--- config.mk ---
export PLATFORM = sky130hd
export DESIGN_NAME = fp_mult
export DESIGN_NICKNAME = d
export VERILOG_FILES = /design/src/rtl/fp_mult.sv
export SDC_FILE = /design/constraint.sdc
export NUM_CORES = 2
export LEC_CHECK = 0
export BUFFER_PORTS_ARGS = -buffer_cell sky130_fd_sc_hd__buf_2
export CAP_MARGIN = 25
export CORE_MARGIN = 10
export CORE_UTILIZATION = 45
export CTS_BUF_LIST = sky130_fd_sc_hd__clkbuf_4 sky130_fd_sc_hd__clkbuf_8
export CTS_CLUSTER_SIZE = 16
export DETAILED_ROUTE_END_ITERATION = 8
export PLACE_DENSITY = 0.66
export SLEW_MARGIN = 40
export SYNTH_ARGS = -nofsm -noshare
export SYNTH_HDL_FRONTEND = slang
export SYNTH_SLANG_ARGS = --single-unit
--- constraint.sdc ---
create_clock -name clock -period 5.9 [get_ports clock]
set_input_delay 0.885 -clock clock [delete_from_list [all_inputs] [get_ports clock]]
set_output_delay 0.885 -clock clock [all_outputs]
set_load 0.01 [all_outputs]
--- src/rtl/fp_mult.sv ---
// Five-stage IEEE-754 single-precision multiplier, flush-to-zero, round-to-nearest-even.
// Define FP_MULT_FLAGS_EN to add registered overflow/underflow/zero/nan status outputs.
module fp_mult (
  input  logic        clock,
  input  logic        reset,
  input  logic        clk_en,
  input  logic [31:0] dataa,
  input  logic [31:0] datab,
  output logic [31:0] result
`ifdef FP_MULT_FLAGS_EN
  ,
  output logic        overflow,
  output logic        underflow,
  output logic        zero,
  output logic        nan
`endif
);

  // Special-case bundle carried with each operation: {nan, inf, zero}.
  localparam int unsigned SpNan  = 2;
  localparam int unsigned SpInf  = 1;
  localparam int unsigned SpZero = 0;

  logic              s1_sign_q;
  logic [7:0]        s1_ea_q, s1_eb_q;
  logic [23:0]       s1_ma_q, s1_mb_q;
  logic [2:0]        s1_spec_q, s1_spec_d;

  logic              s2_sign_q;
  logic signed [9:0] s2_exp_q, s2_exp_d;
  logic [47:0]       s2_prod_q;
  logic [2:0]        s2_spec_q;

  logic              s3_sign_q;
  logic signed [9:0] s3_exp_q, s3_exp_d;
  logic [23:0]       s3_mant_q, s3_mant_d;
  logic              s3_guard_q, s3_guard_d, s3_sticky_q, s3_sticky_d;
  logic [2:0]        s3_spec_q;

  logic              s4_sign_q;
  logic signed [9:0] s4_exp_q, s4_exp_d;
  logic [22:0]       s4_frac_q, s4_frac_d;
  logic [2:0]        s4_spec_q;

  logic [31:0]       result_q, result_d;
  logic              ovf_d, unf_d;
  logic [24:0]       rounded;

  // Operand decode: exponent 0 covers both zero and denormal (flushed).
  always_comb begin
    logic a_zero, b_zero, a_inf, b_inf, a_nan, b_nan;
    a_zero = (dataa[30:23] == 8'h00);
    b_zero = (datab[30:23] == 8'h00);
    a_inf  = (dataa[30:23] == 8'hFF) && (dataa[22:0] == 23'd0);
    b_inf  = (datab[30:23] == 8'hFF) && (datab[22:0] == 23'd0);
    a_nan  = (dataa[30:23] == 8'hFF) && (dataa[22:0] != 23'd0);
    b_nan  = (datab[30:23] == 8'hFF) && (datab[22:0] != 23'd0);
    s1_spec_d         = 3'b000;
    s1_spec_d[SpNan]  = a_nan | b_nan | (a_inf & b_zero) | (b_inf & a_zero);
    s1_spec_d[SpInf]  = (a_inf | b_inf) & ~s1_spec_d[SpNan];
    s1_spec_d[SpZero] = (a_zero | b_zero) & ~s1_spec_d[SpNan];
  end

  assign s2_exp_d = $signed({2'b00, s1_ea_q}) + $signed({2'b00, s1_eb_q}) - 10'sd127;

  // Normalise: product in [1,4), take 24 bits below the leading one.
  always_comb begin
    if (s2_prod_q[47]) begin
      s3_mant_d   = s2_prod_q[47:24];
      s3_guard_d  = s2_prod_q[23];
      s3_sticky_d = |s2_prod_q[22:0];
      s3_exp_d    = s2_exp_q + 10'sd1;
    end else begin
      s3_mant_d   = s2_prod_q[46:23];
      s3_guard_d  = s2_prod_q[22];
      s3_sticky_d = |s2_prod_q[21:0];
      s3_exp_d    = s2_exp_q;
    end
  end

  always_comb begin
    rounded = {1'b0, s3_mant_q} + {24'd0, s3_guard_q & (s3_sticky_q | s3_mant_q[0])};
    if (rounded[24]) begin
      s4_frac_d = rounded[23:1];
      s4_exp_d  = s3_exp_q + 10'sd1;
    end else begin
      s4_frac_d = rounded[22:0];
      s4_exp_d  = s3_exp_q;
    end
  end

  always_comb begin
    result_d = {s4_sign_q, s4_exp_q[7:0], s4_frac_q};
    ovf_d    = 1'b0;
    unf_d    = 1'b0;
    if (s4_spec_q[SpNan]) begin
      result_d = 32'h7FC0_0000;
    end else if (s4_spec_q[SpInf]) begin
      result_d = {s4_sign_q, 8'hFF, 23'd0};
    end else if (s4_spec_q[SpZero]) begin
      result_d = {s4_sign_q, 31'd0};
    end else if (s4_exp_q <= 10'sd0) begin
      result_d = {s4_sign_q, 31'd0};
      unf_d    = 1'b1;
    end else if (s4_exp_q >= 10'sd255) begin
      result_d = {s4_sign_q, 8'hFF, 23'd0};
      ovf_d    = 1'b1;
    end
  end

  always_ff @(posedge clock) begin
    if (reset) begin
      s1_sign_q   <= 1'b0;
      s1_ea_q     <= '0;
      s1_eb_q     <= '0;
      s1_ma_q     <= '0;
      s1_mb_q     <= '0;
      s1_spec_q   <= '0;
      s2_sign_q   <= 1'b0;
      s2_exp_q    <= '0;
      s2_prod_q   <= '0;
      s2_spec_q   <= '0;
      s3_sign_q   <= 1'b0;
      s3_exp_q    <= '0;
      s3_mant_q   <= '0;
      s3_guard_q  <= 1'b0;
      s3_sticky_q <= 1'b0;
      s3_spec_q   <= '0;
      s4_sign_q   <= 1'b0;
      s4_exp_q    <= '0;
      s4_frac_q   <= '0;
      s4_spec_q   <= '0;
      result_q    <= '0;
`ifdef FP_MULT_FLAGS_EN
      overflow    <= 1'b0;
      underflow   <= 1'b0;
      zero        <= 1'b0;
      nan         <= 1'b0;
`endif
    end else if (clk_en) begin
      s1_sign_q   <= dataa[31] ^ datab[31];
      s1_ea_q     <= dataa[30:23];
      s1_eb_q     <= datab[30:23];
      s1_ma_q     <= {1'b1, dataa[22:0]};
      s1_mb_q     <= {1'b1, datab[22:0]};
      s1_spec_q   <= s1_spec_d;
      s2_sign_q   <= s1_sign_q;
      s2_exp_q    <= s2_exp_d;
      s2_prod_q   <= s1_ma_q * s1_mb_q;
      s2_spec_q   <= s1_spec_q;
      s3_sign_q   <= s2_sign_q;
      s3_exp_q    <= s3_exp_d;
      s3_mant_q   <= s3_mant_d;
      s3_guard_q  <= s3_guard_d;
      s3_sticky_q <= s3_sticky_d;
      s3_spec_q   <= s2_spec_q;
      s4_sign_q   <= s3_sign_q;
      s4_exp_q    <= s4_exp_d;
      s4_frac_q   <= s4_frac_d;
      s4_spec_q   <= s3_spec_q;
      result_q    <= result_d;
`ifdef FP_MULT_FLAGS_EN
      overflow    <= ovf_d;
      underflow   <= unf_d;
      zero        <= (result_d[30:0] == 31'd0);
      nan         <= s4_spec_q[SpNan];
`endif
    end
  end

  assign result = result_q;

endmodule

==> flow_summary.toml <==
[clock_network]
insertion_delay_ns = 0.64
htreeDepth = 2
clkSinkCount = 238
cts-root-buf = "clkbuf_8"
numCtsBuffers = 44
clkSlewWorstSetupHoldPaths_ns = 0.06
clk_path_buf_depth = 3
cts_tree = "done"

[place]
place_inst = 4255
pre_cts_slack_ns = -0.809
io_buffers = 98
place_hpwl_mm = 60.3
gp_congestion = 0.927
place_area_um2 = 32200

[detailed_routing]
drc = 0
routed_via_density = 5.13
wl_per_cell_um = 17.3
drtIter0Drc = 1183
wirelength_mm = 75.6
ant_nets = 0
via_count = 22400
dr.pass1.iters = 5

[die]
die_x_um = 273
rows = 92
coreArea_um2 = 63300
start_util_pct = 45.7
die_area_um2 = 74800
boundaryPins = 99
die_h_um = 273

[timing]
fin_crit_sh_pct = 110
max_clock_freq_mhz = 154
tightest_slew_ns = 0.824
drv_slew = 0
final-hold-violation-count = 0
relSlewSlack_pct = 45.1
finalClockSkew_ns = 0.0601
finalSetupViolCount = 32
period_needed_ns = 6.50
setup_ws_ns = -0.596
rsz0062_at_grt = "yes"

[cells_and_area]
syn2layout_area_growth_pct = 19.1
drive_above_1_share_pct = 20.1
finalCoreUtilization_pct = 54.4
multiInputGateArea_um2 = 22300
mostFrequentLayoutCell = "inv_1"
fin_cells = 4368
fill_cells = 5766
nNetsFinal = 4231
mostFrequentLayoutCells = "525 x inv_1, 467 x fa_1, 341 x nand2_1"
stdcell_area_um2 = 34400
seq_area_um2 = 4870

[synthesis]
synth.ff_latch_count = 238
synth_enable_flop_cells = 0
synthFlopType = "dfxtp_1"
synth_compound_area_share_pct = 7.53
synth-simple-area-share_pct = 17.6
synthAdderAreaFrac_pct = 41.8
ys_seq_area_share_pct = 16.5
synth_cell_types = 71
synthCells = 3235
ys_warn_count = 0
syn_nets = 3978
syn_avg_cell_area_um2 = 8.94
synth_xor_area_share_pct = 2.36
synth_area_um2 = 28900
synth_top_family_by_area = "adder cells"
synth_area_leader_cell = "fa_1"
netlist.area_leader.share_pct = 33.4
synthTopCellsByArea = "fa_1 33%, dfxtp_1 16%, ha_1 8.4%, inv_1 7.3%, and2_1 6.3%"
ys_async_sr_fraction_pct = 0
synth_mux_area_share_pct = 4.57

[worst_setup_path]
cp_num_buf_inv = 7
crit_family = "adder cells"
critPathMaxStageDelay_ns = 0.53
arrival_ns = 6.98
required_ns = 6.38
critPathMaxFanout = 5
crit_path_end_kind = "flop"
startpoint_type = "flop"
cp_common_cell = "fa_1"
crit_slowest_cell = "fa_1"
crit_type = "flop to flop"

[global_route]
grt_max_degree = 168
grt.total_usage_pct = 20.6
grt_pass1_vias = 23900
grt_pass1_wl_mm = 125
grt_overflow = 0
antenna_found_initial = 2

[flow_run]
drv_cap = 0

[power]
power_density_nw_per_um2 = 186
vdd_drop_max_uv = 185
p_leak_nw = 16.4

[status]
violations = "negative setup slack"
outcome = "finished with violations"

[worst_hold_path]
hp-class = "flop to flop"
==> stage by stage <==
stage	hold slack (ns)	setup TNS (ns)	total power, mW
3_3_place_gp	0.452	-16.96	4.37
3_5_place_dp	0.455	-19.39	4.40
4_1_cts	0.440	-10.44	6.30
2_1_floorplan	0.441	-2.24	3.50
6_report	0.462	-12.87	6.39
5_1_grt	0.480	-19.93	6.86
==> repair_timing <==
action | in CTS | in global routing
pin swaps | 18 | 63
hold buffers | 0 | 0
setup endpoints to repair | 36 | 36
gates cloned | 0 | 1
setup buffers | 2 | 31
resized for setup | 87 | 160
==> tightest hold or removal path, cell delays in order (launching register included) <==
cell,delay (ns)
dfxtp_1,0.31
nand2_1,0.06
a21oi_1,0.05
==> logic make-up (layout without fill, tap and decap cells) <==
family | Yosys count | after routing
adder cells (fa/ha/maj) | 676 | 676
XOR/XNOR | 78 | 78
AND/OR/NAND/NOR | 1056 | 1056
multiplexers | 132 | 132
other | 0 | 2
buffers and inverters | 743 | 1028
AO/OA/AOI/OAI | 312 | 312
flip-flops | 238 | 238
==> path summary, 6_finish.rpt <==
path              slack, ns        from       endpoint  cells past startpoint
setup / recovery      -0.60  s1_mb_q[3]  s2_prod_q[44]                     25
hold / removal         0.46  result[31]     result[31]                      2
setup reg to reg      -0.60  s1_mb_q[3]  s2_prod_q[44]                     25
hold reg to reg        0.46  result[31]     result[31]                      2
==> layer usage <==
layer  up-vias  part of all wire, %  GRT usage [%]
li1      10600                    -              -
met1     11100                   43           25.9
met2       520                   48           35.3
met3       151                  5.3           3.55
met4         0                  3.8           6.83
met5         -                    0              0
==> state kept, by name, indices dropped and copies added, names as in the netlist <==
name,flops
s4_frac_q,23
s1_spec_q,3
s4_spec_q,3
s1_ea_q,8
s3_guard_q,1
s1_mb_q,23
s1_ma_q,24
s1_eb_q,8
s3_sticky_q,1
s3_mant_q,24
s3_exp_q,10
s3_spec_q,3
s2_exp_q,10
s2_sign_q,1
s2_spec_q,3
s2_prod_q,48
s4_exp_q,10
s4_sign_q,1
s3_sign_q,1
result,32
s1_sign_q,1
==> final cells by class <==
cell class                      count  share of cell area, %
Timing Repair Buffer              387                   8.95
Clock buffer                       68                   2.46
Multi-Input combinational cell   2254                   64.9
Sequential cell                   238                   14.2
Antenna cell                        2                 0.0145
Clock inverter                     10                  0.334
Tap cell                          846                   3.07
Inverter                          563                   6.14
==> cell usage after synthesis (all sizes together), types with 28 or more instances <==
cell type	count
a21oi	77
and2	292
ha	193
inv	562
fa	483
xnor2	50
nand2	356
a211oi	71
a21o	28
clkbuf	157
dfxtp	238
nand3	41
xor2	28
mux2i	132
nand4	28
o21ai	40
nor2	252
==> power breakdown <==
| part | switching (mW) | total, mW | internal, mW |
|---|---|---|---|
| registers | 0.147 | 1.88 | 1.74 |
| logic | 1.48 | 2.74 | 1.26 |
| clock network | 0.762 | 1.77 | 1.01 |
Note: power is estimated with default switching activity, not from simulation.
